<file path="config.mk">
export PLATFORM = sky130hd
export DESIGN_NAME = mul_unit_ctrl_flat
export DESIGN_NICKNAME = d
export VERILOG_FILES = /design/src/rtl/mul_unit_ctrl_if.sv /design/src/rtl/mul_unit_ctrl.sv /design/src/flat_wrapper.sv
export SDC_FILE = /design/constraint.sdc
export NUM_CORES = 1
export LEC_CHECK = 0
export BUFFER_PORTS_ARGS = -buffer_cell sky130_fd_sc_hd__clkbuf_2
export CAP_MARGIN = 20
export CORE_AREA = 2 2 197 199
export CTS_BUF_LIST = sky130_fd_sc_hd__clkbuf_2
export DETAILED_ROUTE_END_ITERATION = 6
export DIE_AREA = 0 0 199 201
export PLACE_DENSITY = 0.77
export SKIP_CTS_REPAIR_TIMING = 1
export SYNTH_ARGS = -nofsm -noshare
export SYNTH_HDL_FRONTEND = slang
export SYNTH_SLANG_ARGS = --single-unit
</file>
<file path="constraint.sdc">
create_clock -name clk_i -period 4.9 [get_ports clk_i]
set_clock_uncertainty 0.05 [all_clocks]
set_input_delay 0.245 -clock clk_i [delete_from_list [all_inputs] [get_ports clk_i]]
set_output_delay 0.245 -clock clk_i [all_outputs]
set_load 0.005 [all_outputs]
</file>
<file path="src/rtl/mul_unit_ctrl_if.sv">
// ----------------------------------------------------------------------------
// mul_unit_ctrl_if
//   Bundles the three handshake/bus groups around the mul unit controller:
//     - issue request from the mul reservation station (req_*)
//     - operand/product path to the pipelined Dadda multiplier (mul_*)
//     - result towards the CDB (resp_*)
//   Modports:
//     slave  : the controller's view (consumes req, drives mul operands,
//              consumes product, drives resp)
//     master : the environment's view (RS, multiplier, CDB arbiter)
// ----------------------------------------------------------------------------
interface mul_unit_ctrl_if #(
   parameter int unsigned XLEN      = 32,
   parameter int unsigned ROB_IDX_W = 5,
   parameter int unsigned PREG_W    = 6
) ();
   logic                   req_valid;
   logic                   req_ready;
   logic [1:0]             req_op;
   logic [XLEN-1:0]        req_rs1;
   logic [XLEN-1:0]        req_rs2;
   logic [ROB_IDX_W-1:0]   req_rob_idx;
   logic [PREG_W-1:0]      req_pd;

   logic [XLEN-1:0]        mul_a;
   logic [XLEN-1:0]        mul_b;
   logic [2*XLEN-1:0]      mul_p;

   logic                   resp_valid;
   logic                   resp_ready;
   logic [XLEN-1:0]        resp_data;
   logic [ROB_IDX_W-1:0]   resp_rob_idx;
   logic [PREG_W-1:0]      resp_pd;

   modport slave (
      input  req_valid, req_op, req_rs1, req_rs2, req_rob_idx, req_pd,
      output req_ready,
      output mul_a, mul_b,
      input  mul_p,
      output resp_valid, resp_data, resp_rob_idx, resp_pd,
      input  resp_ready
   );

   modport master (
      output req_valid, req_op, req_rs1, req_rs2, req_rob_idx, req_pd,
      input  req_ready,
      input  mul_a, mul_b,
      output mul_p,
      input  resp_valid, resp_data, resp_rob_idx, resp_pd,
      output resp_ready
   );
endinterface

</file>
<file path="src/rtl/mul_unit_ctrl.sv">
// ----------------------------------------------------------------------------
// mul_unit_ctrl
//   Issue/completion controller for a non-stallable pipelined unsigned
//   XLEN x XLEN multiplier implementing RV32M MUL/MULH/MULHSU/MULHU.
//   Signed operands are converted to magnitudes on issue; ROB/preg tags and
//   the result sign travel in a sideband shift register aligned with the
//   multiplier pipeline; the sign fix-up is applied on exit and the result is
//   buffered in a FIFO towards the CDB. Credit-based issue guarantees the
//   FIFO never overflows under CDB backpressure.
// Ports:
//   clk_i    clock, all state on posedge
//   rst_ni   asynchronous active-low reset
//   flush_i  kill every in-flight and buffered op (same edge)
//   busy_o   any op in flight or buffered
//   bus      mul_unit_ctrl_if.slave: req_*, mul_*, resp_* groups
// ----------------------------------------------------------------------------
module mul_unit_ctrl #(
   parameter int unsigned XLEN        = 32,
   parameter int unsigned MUL_LATENCY = 8,
   parameter int unsigned ROB_IDX_W   = 5,
   parameter int unsigned PREG_W      = 6,
   parameter int unsigned OBUF_DEPTH  = 8
) (
   input  logic            clk_i,
   input  logic            rst_ni,
   input  logic            flush_i,
   output logic            busy_o,
   mul_unit_ctrl_if.slave  bus
);

   localparam int unsigned PTR_W = (OBUF_DEPTH > 1) ? $clog2(OBUF_DEPTH) : 1;
   localparam int unsigned CNT_W = $clog2(OBUF_DEPTH + 1);
   localparam int unsigned OCC_W = $clog2(MUL_LATENCY + OBUF_DEPTH + 1);

   typedef enum logic [1:0] {
      OP_MUL    = 2'b00,
      OP_MULH   = 2'b01,
      OP_MULHSU = 2'b10,
      OP_MULHU  = 2'b11
   } op_e;

   typedef struct packed {
      logic                 v;
      op_e                  op;
      logic                 neg;
      logic [ROB_IDX_W-1:0] rob_idx;
      logic [PREG_W-1:0]    pd;
   } sb_t;

   typedef struct packed {
      logic [XLEN-1:0]      data;
      logic [ROB_IDX_W-1:0] rob_idx;
      logic [PREG_W-1:0]    pd;
   } res_t;

   op_e               req_op;
   logic              accept;
   logic              sign_a;
   logic              sign_b;

   sb_t               sb_q [MUL_LATENCY];
   sb_t               sb_d [MUL_LATENCY];
   sb_t               sb_exit;

   logic [2*XLEN-1:0] prod_fix;
   res_t              push_entry;
   res_t              head;
   logic              push;
   logic              pop;

   res_t              mem_q [OBUF_DEPTH];
   logic [PTR_W-1:0]  wr_ptr_q, wr_ptr_d;
   logic [PTR_W-1:0]  rd_ptr_q, rd_ptr_d;
   logic [CNT_W-1:0]  count_q, count_d;
   logic [OCC_W-1:0]  occ;

   function automatic logic [PTR_W-1:0] ptr_inc(input logic [PTR_W-1:0] p);
      return (p == PTR_W'(OBUF_DEPTH - 1)) ? '0 : p + 1'b1;
   endfunction

   // ---------------------------------------------------------------- issue
   assign req_op = op_e'(bus.req_op);
   assign accept = bus.req_valid & bus.req_ready & ~flush_i;

   always_comb begin
      sign_a    = (req_op != OP_MULHU) & bus.req_rs1[XLEN-1];
      sign_b    = ((req_op == OP_MUL) | (req_op == OP_MULH)) & bus.req_rs2[XLEN-1];
      bus.mul_a = '0;
      bus.mul_b = '0;
      if (accept) begin
         bus.mul_a = sign_a ? (~bus.req_rs1 + 1'b1) : bus.req_rs1;
         bus.mul_b = sign_b ? (~bus.req_rs2 + 1'b1) : bus.req_rs2;
      end
   end

   // ------------------------------------------------------------- sideband
   // Stage 0 captures every edge (v = accept) so its last stage lines up
   // with mul_p for the same operands; flush only needs to clear v bits.
   always_comb begin
      sb_d[0] = '{v: accept, op: req_op, neg: sign_a ^ sign_b,
                  rob_idx: bus.req_rob_idx, pd: bus.req_pd};
      for (int unsigned i = 1; i < MUL_LATENCY; i++) begin
         sb_d[i] = sb_q[i-1];
         if (flush_i) begin
            sb_d[i].v = 1'b0;
         end
      end
   end

   always_ff @(posedge clk_i or negedge rst_ni) begin
      if (!rst_ni) begin
         for (int unsigned i = 0; i < MUL_LATENCY; i++) begin
            sb_q[i] <= '0;
         end
      end else begin
         sb_q <= sb_d;
      end
   end

   // -------------------------------------------------------------- fix-up
   always_comb begin
      sb_exit            = sb_q[MUL_LATENCY-1];
      prod_fix           = sb_exit.neg ? (~bus.mul_p + 1'b1) : bus.mul_p;
      push_entry.data    = (sb_exit.op == OP_MUL) ? prod_fix[XLEN-1:0]
                                                  : prod_fix[2*XLEN-1:XLEN];
      push_entry.rob_idx = sb_exit.rob_idx;
      push_entry.pd      = sb_exit.pd;
      push               = sb_exit.v & ~flush_i;
      pop                = bus.resp_valid & bus.resp_ready;
   end

   // ---------------------------------------------------------- result FIFO
   always_comb begin
      wr_ptr_d = wr_ptr_q;
      rd_ptr_d = rd_ptr_q;
      count_d  = count_q;
      if (flush_i) begin
         wr_ptr_d = '0;
         rd_ptr_d = '0;
         count_d  = '0;
      end else begin
         if (push) wr_ptr_d = ptr_inc(wr_ptr_q);
         if (pop)  rd_ptr_d = ptr_inc(rd_ptr_q);
         case ({push, pop})
            2'b10:   count_d = count_q + 1'b1;
            2'b01:   count_d = count_q - 1'b1;
            default: count_d = count_q;
         endcase
      end
   end

   always_ff @(posedge clk_i or negedge rst_ni) begin
      if (!rst_ni) begin
         wr_ptr_q <= '0;
         rd_ptr_q <= '0;
         count_q  <= '0;
      end else begin
         wr_ptr_q <= wr_ptr_d;
         rd_ptr_q <= rd_ptr_d;
         count_q  <= count_d;
      end
   end

   // Storage needs no reset: entries are only visible while count_q != 0.
   always_ff @(posedge clk_i) begin
      if (push) begin
         mem_q[wr_ptr_q] <= push_entry;
      end
   end

   always_comb begin
      head             = mem_q[rd_ptr_q];
      bus.resp_valid   = (count_q != '0);
      bus.resp_data    = bus.resp_valid ? head.data    : '0;
      bus.resp_rob_idx = bus.resp_valid ? head.rob_idx : '0;
      bus.resp_pd      = bus.resp_valid ? head.pd      : '0;
   end

   // -------------------------------------------------------------- credits
   // Occupancy is built from registered state only, so resp_ready never
   // reaches req_ready combinationally.
   always_comb begin
      occ = '0;
      for (int unsigned i = 0; i < MUL_LATENCY; i++) begin
         occ = occ + OCC_W'(sb_q[i].v);
      end
      occ           = occ + OCC_W'(count_q);
      busy_o        = (occ != '0);
      bus.req_ready = rst_ni & (occ < OCC_W'(OBUF_DEPTH));
   end

   a_no_overflow: assert property (@(posedge clk_i) disable iff (!rst_ni)
      !(push && !pop && (count_q == CNT_W'(OBUF_DEPTH))));

endmodule

</file>
<file path="src/flat_wrapper.sv">
// flat-port wrapper written by rule: the top's interface ports become plain ports
module mul_unit_ctrl_flat 
#(
   parameter int unsigned XLEN        = 32,
   parameter int unsigned MUL_LATENCY = 8,
   parameter int unsigned ROB_IDX_W   = 5,
   parameter int unsigned PREG_W      = 6,
   parameter int unsigned OBUF_DEPTH  = 8
)
  (clk_i, rst_ni, flush_i, busy_o, bus_req_valid, bus_req_op, bus_req_rs1, bus_req_rs2, bus_req_rob_idx, bus_req_pd, bus_req_ready, bus_mul_a, bus_mul_b, bus_mul_p, bus_resp_valid, bus_resp_data, bus_resp_rob_idx, bus_resp_pd, bus_resp_ready);
  mul_unit_ctrl_if #(.XLEN(XLEN), .ROB_IDX_W(ROB_IDX_W), .PREG_W(PREG_W)) bus_i ();
  input  logic clk_i;
  input  logic rst_ni;
  input  logic flush_i;
  output logic busy_o;
  input wire logic [$bits(bus_i.req_valid)-1:0] bus_req_valid;
  input wire logic [$bits(bus_i.req_op)-1:0] bus_req_op;
  input wire logic [$bits(bus_i.req_rs1)-1:0] bus_req_rs1;
  input wire logic [$bits(bus_i.req_rs2)-1:0] bus_req_rs2;
  input wire logic [$bits(bus_i.req_rob_idx)-1:0] bus_req_rob_idx;
  input wire logic [$bits(bus_i.req_pd)-1:0] bus_req_pd;
  output wire logic [$bits(bus_i.req_ready)-1:0] bus_req_ready;
  output wire logic [$bits(bus_i.mul_a)-1:0] bus_mul_a;
  output wire logic [$bits(bus_i.mul_b)-1:0] bus_mul_b;
  input wire logic [$bits(bus_i.mul_p)-1:0] bus_mul_p;
  output wire logic [$bits(bus_i.resp_valid)-1:0] bus_resp_valid;
  output wire logic [$bits(bus_i.resp_data)-1:0] bus_resp_data;
  output wire logic [$bits(bus_i.resp_rob_idx)-1:0] bus_resp_rob_idx;
  output wire logic [$bits(bus_i.resp_pd)-1:0] bus_resp_pd;
  input wire logic [$bits(bus_i.resp_ready)-1:0] bus_resp_ready;
  assign bus_i.req_valid = bus_req_valid;
  assign bus_i.req_op = bus_req_op;
  assign bus_i.req_rs1 = bus_req_rs1;
  assign bus_i.req_rs2 = bus_req_rs2;
  assign bus_i.req_rob_idx = bus_req_rob_idx;
  assign bus_i.req_pd = bus_req_pd;
  assign bus_req_ready = bus_i.req_ready;
  assign bus_mul_a = bus_i.mul_a;
  assign bus_mul_b = bus_i.mul_b;
  assign bus_i.mul_p = bus_mul_p;
  assign bus_resp_valid = bus_i.resp_valid;
  assign bus_resp_data = bus_i.resp_data;
  assign bus_resp_rob_idx = bus_i.resp_rob_idx;
  assign bus_resp_pd = bus_i.resp_pd;
  assign bus_i.resp_ready = bus_resp_ready;
  mul_unit_ctrl #(.XLEN(XLEN), .MUL_LATENCY(MUL_LATENCY), .ROB_IDX_W(ROB_IDX_W), .PREG_W(PREG_W), .OBUF_DEPTH(OBUF_DEPTH)) u_core (.clk_i(clk_i), .rst_ni(rst_ni), .flush_i(flush_i), .busy_o(busy_o), .bus(bus_i));
endmodule
</file>
==> flow_summary.rst <==
.. list-table::
   :header-rows: 1

   * - Metric
     - Value
   * - H-tree levels
     - 3
   * - Failing checks
     - negative hold slack, negative setup slack
   * - Async set-reset flop share out of synthesis
     - 0.274
   * - Post-route worst setup slack
     - -0.492 ns
   * - Synth area leaders
     - sky130_fd_sc_hd__edfxtp_1 50%, sky130_fd_sc_hd__dfrtp_1 16%, sky130_fd_sc_hd__mux4_2 9.4%
   * - DP Wirelength
     - 30.6 mm
   * - Total die area
     - 40000 um^2
   * - Number of vias per cell after detailed routing
     - 5.67
   * - Sequential cell area fraction in the yosys report
     - 0.659
   * - Total Nets Final
     - 1951
   * - Per-cell routed wire length
     - 20.8 um
   * - Data required, critical path
     - 4.61 ns
   * - Clock tree from TritonCTS
     - yes
   * - Critical path data arrival time
     - 5.10 ns
   * - Number of placed I/O pins
     - 256
   * - #FFs+latches synth
     - 474
   * - Wire length reported by the detailed router
     - 49.5 mm
   * - DP Area
     - 22500 um^2
   * - Num CTS Buffers
     - 107
   * - Design Area, Final
     - 24800 um^2
   * - Row count
     - 72
   * - Slew Viols, Final
     - 0
   * - Placed cell count
     - 2083
   * - Post-synth cell types
     - 57
   * - Nature of the critical path endpoint
     - output pin
   * - Number of buffers added on ports
     - 255
   * - Pre-CTS setup slack
     - 0.477 ns
   * - Cell type with the largest total area after synthesis
     - sky130_fd_sc_hd__edfxtp_1
   * - Avg Synthesized Cell Area
     - 15.2 um^2
   * - Clk_lat worst skew
     - 1.04 ns
   * - Vias in the first global route
     - 13200
   * - EDFF count, synth
     - 344
   * - Overall global routing resource usage
     - 0.238
   * - Post-route antenna net violation count
     - 0
   * - Proportion of layout cells with a drive suffix above 1
     - 0.325
   * - Initial cell density of the core
     - 0.541
   * - Post-layout min period
     - 5.39 ns
   * - Clock Tree Buf Depth
     - 3
   * - Clock sink total
     - 474
   * - Final setup viols
     - 65
   * - Upper clock frequency limit
     - 185 MHz
   * - Overall die width
     - 199 um
   * - Worst R2R Path Depth
     - 16
   * - Power density over cell area
     - 376 nW/um^2
   * - Number of cells in the finished layout apart from fillers
     - 2379
   * - Crit share post-route
     - 1.10
   * - CTS clk-pin slew, worst paths
     - 0.10 ns
   * - Placeable Area
     - 38100 um^2
   * - Number of antenna violations at the first check in global routing
     - 3
   * - Post-Route Hold Slack
     - -0.0179 ns
   * - Sum of overflow across all layers after global routing
     - 0
   * - Total of fill cells in the finished design
     - 2783
   * - Count of TritonRoute iterations in the first routing pass
     - 7
   * - Static leakage
     - 9.25 nW
   * - Result of the run
     - complete, but fails checks
   * - Vias
     - 13500
   * - Setup crit start kind
     - flip-flop
   * - Last weighted congestion value of the routability-driven placer
     - 0.933
   * - Height of the die
     - 201 um
   * - Number of DRC violations after detailed routing
     - 0
   * - Layout overhead on the synthesized area
     - 20.4%
   * - Yosys warning total
     - 0
   * - Worst min path class
     - in2reg
   * - Number of nets produced by synthesis
     - 1528
   * - First-pass GRT wire length
     - 72.0 mm
   * - Worst slew margin relative to its limit
     - 0.235
   * - Utilization of the core after routing
     - 0.651
   * - Number of DRC violations after detailed-routing iteration 0
     - 1172
   * - WHS Path Cells
     - 4
   * - Share of Yosys cell area claimed by the top area cell type
     - 0.501
   * - Peak ir drop on the vdd network
     - 0.269 mV
   * - Max capacitance violation total
     - 0
   * - Maximum number of pins on one net before global-route repair
     - 76
   * - Slew at the pin closest to its max-slew limit
     - 1.15 ns
   * - Maximum net fanout on the critical path
     - 16
   * - Number of instances in the synthesized netlist
     - 1357
   * - Final hold vios
     - 9
   * - Setup repair after global routing missed its margin
     - yes
   * - Leading register cell type out of synthesis
     - sky130_fd_sc_hd__edfxtp_1
   * - Master cell of the clock root buffer
     - sky130_fd_sc_hd__clkbuf_2
   * - Startpoint-to-endpoint class of the critical path
     - reg2out
   * - Post-synthesis cell area
     - 20600 um^2
-- kinds of logic after synthesis --
| group | Yosys count | synth area share |
|---|---|---|
| AOI/OAI and AO/OA | 151 | 0.0512 |
| adders and majority gates | 25 | 0.0170 |
| DFF | 474 | 0.659 |
| buffers and inverters | 95 | 0.0181 |
| xor gates and xnor gates | 120 | 0.0510 |
| and+or+nand+nor | 353 | 0.0841 |
| muxes | 139 | 0.120 |
-- flip-flops by register name, indices dropped and copies added, names as in the netlist --
signal	count
u_core.mem_q	344
u_core.sb_d	98
u_core.push_entry	11
u_core.wr_ptr_q	3
u_core.count_q	4
u_core.sb_exit	4
u_core.sb_q	7
u_core.rd_ptr_q	3
-- cells in the mapped netlist (all sizes together), types with 2 or more instances --
cell type	n
a21boi	3
a21o	3
a21oi	36
a31oi	7
a41oi	3
and3b	3
buf	19
clkbuf	47
dfrtp	130
edfxtp	344
fa	5
ha	20
inv	29
mux2i	53
mux4	86
nand2	39
nand2b	8
nand3	6
nand4	4
nor2	174
nor2b	5
nor3	23
nor3b	5
nor4	13
o21a	2
o21ai	46
o21bai	2
o31ai	21
o41ai	22
or2	9
or3	32
or4	22
or4b	4
xnor2	63
xor2	57
-- per-stage QoR --
step	setup TNS [ns]	hold WS [ns]	total power, mW
global placement	0	0.226	6.87
floorplan	0	-0.101	6.00
global route	-45.13	-0.00392	9.84
finish	-28.47	-0.0179	9.33
CTS	-37.36	-0.889	9.25
detailed placement	0	0.230	6.92
-- routing by layer --
metal / track usage / share of wire
met3: 0.0596 / 0.080
met4: 0.0946 / 0.040
met1: 0.297 / 0.38
met2: 0.399 / 0.50
met5: 0 / 0.00022
-- worst paths after layout --
check | start | end | slack, ns
max in group asynchronous | rst_ni | u_core.sb_exit[11]$_DFF_PN0_ | 3.08
worst min register to register | u_core.sb_d[2]$_DFF_PN0_ | u_core.push_entry[2]$_DFF_PN0_ | 0.23
worst max-delay path | u_core.sb_q[104]$_DFF_PN0_ | bus_mul_b[12] | -0.49
worst max register to register | u_core.sb_q[104]$_DFF_PN0_ | u_core.sb_q[119]$_DFF_PN0_ | 0.83
worst min-delay path | bus_mul_p[10] | u_core.mem_q[1][21]$_DFFE_PP_ | -0.02
min in group asynchronous | rst_ni | u_core.push_entry[2]$_DFF_PN0_ | 0.43
-- area by class of cell --
| type | count | area (um^2) | area share |
|---|---|---|---|
| timing repair buffer | 380 | 2650 | 0.107 |
| clock buffer | 158 | 791 | 0.0319 |
| antenna | 2 | 5.00 | 0.000202 |
| inverter | 29 | 109 | 0.00439 |
| multi-input combinational | 788 | 6870 | 0.277 |
| tap | 518 | 648 | 0.0261 |
| sequential | 474 | 13600 | 0.548 |
| clock inverter | 30 | 154 | 0.00620 |
-- where the power goes --
group	switching, mW	leakage, nW	internal, mW	total, mW
logic	1.29	3.88	1.13	2.42
clock network	1.46	0.730	0.881	2.34
registers	0.115	4.64	4.45	4.56
-- layout by cell type, fill, tap and decap left out, drive strengths merged, types with 5 or more instances in the layout --
cell	count
a21oi	36
a31oi	7
buf	38
clkbuf	406
clkinv	25
dfrtp	130
dlygate4sd3	94
edfxtp	344
fa	5
ha	20
inv	34
mux2i	53
mux4	86
nand2	39
nand2b	8
nand3	6
nor2	174
nor2b	5
nor3	23
nor3b	5
nor4	13
o21ai	46
o31ai	21
o41ai	22
or2	9
or3	32
or4	22
xnor2	63
xor2	57
-- worst max-delay path: stages (launching register included) --
cell                        delay [ns]
sky130_fd_sc_hd__dfrtp_1          0.39
sky130_fd_sc_hd__ha_1             0.30
sky130_fd_sc_hd__inv_2            0.06
sky130_fd_sc_hd__fa_1             0.42
sky130_fd_sc_hd__fa_1             0.51
sky130_fd_sc_hd__fa_1             0.42
sky130_fd_sc_hd__inv_2            0.08
sky130_fd_sc_hd__ha_4             0.13
sky130_fd_sc_hd__inv_2            0.04
sky130_fd_sc_hd__fa_2             0.36
sky130_fd_sc_hd__nor2b_2          0.14
sky130_fd_sc_hd__nor3_2           0.05
sky130_fd_sc_hd__xor2_1           0.18
sky130_fd_sc_hd__a31oi_2          0.15
sky130_fd_sc_hd__nand4bb_4        0.35
sky130_fd_sc_hd__clkbuf_16        0.27
sky130_fd_sc_hd__nor2_1           0.13
sky130_fd_sc_hd__clkbuf_2         0.13
Power figures use the tool's default switching activity.
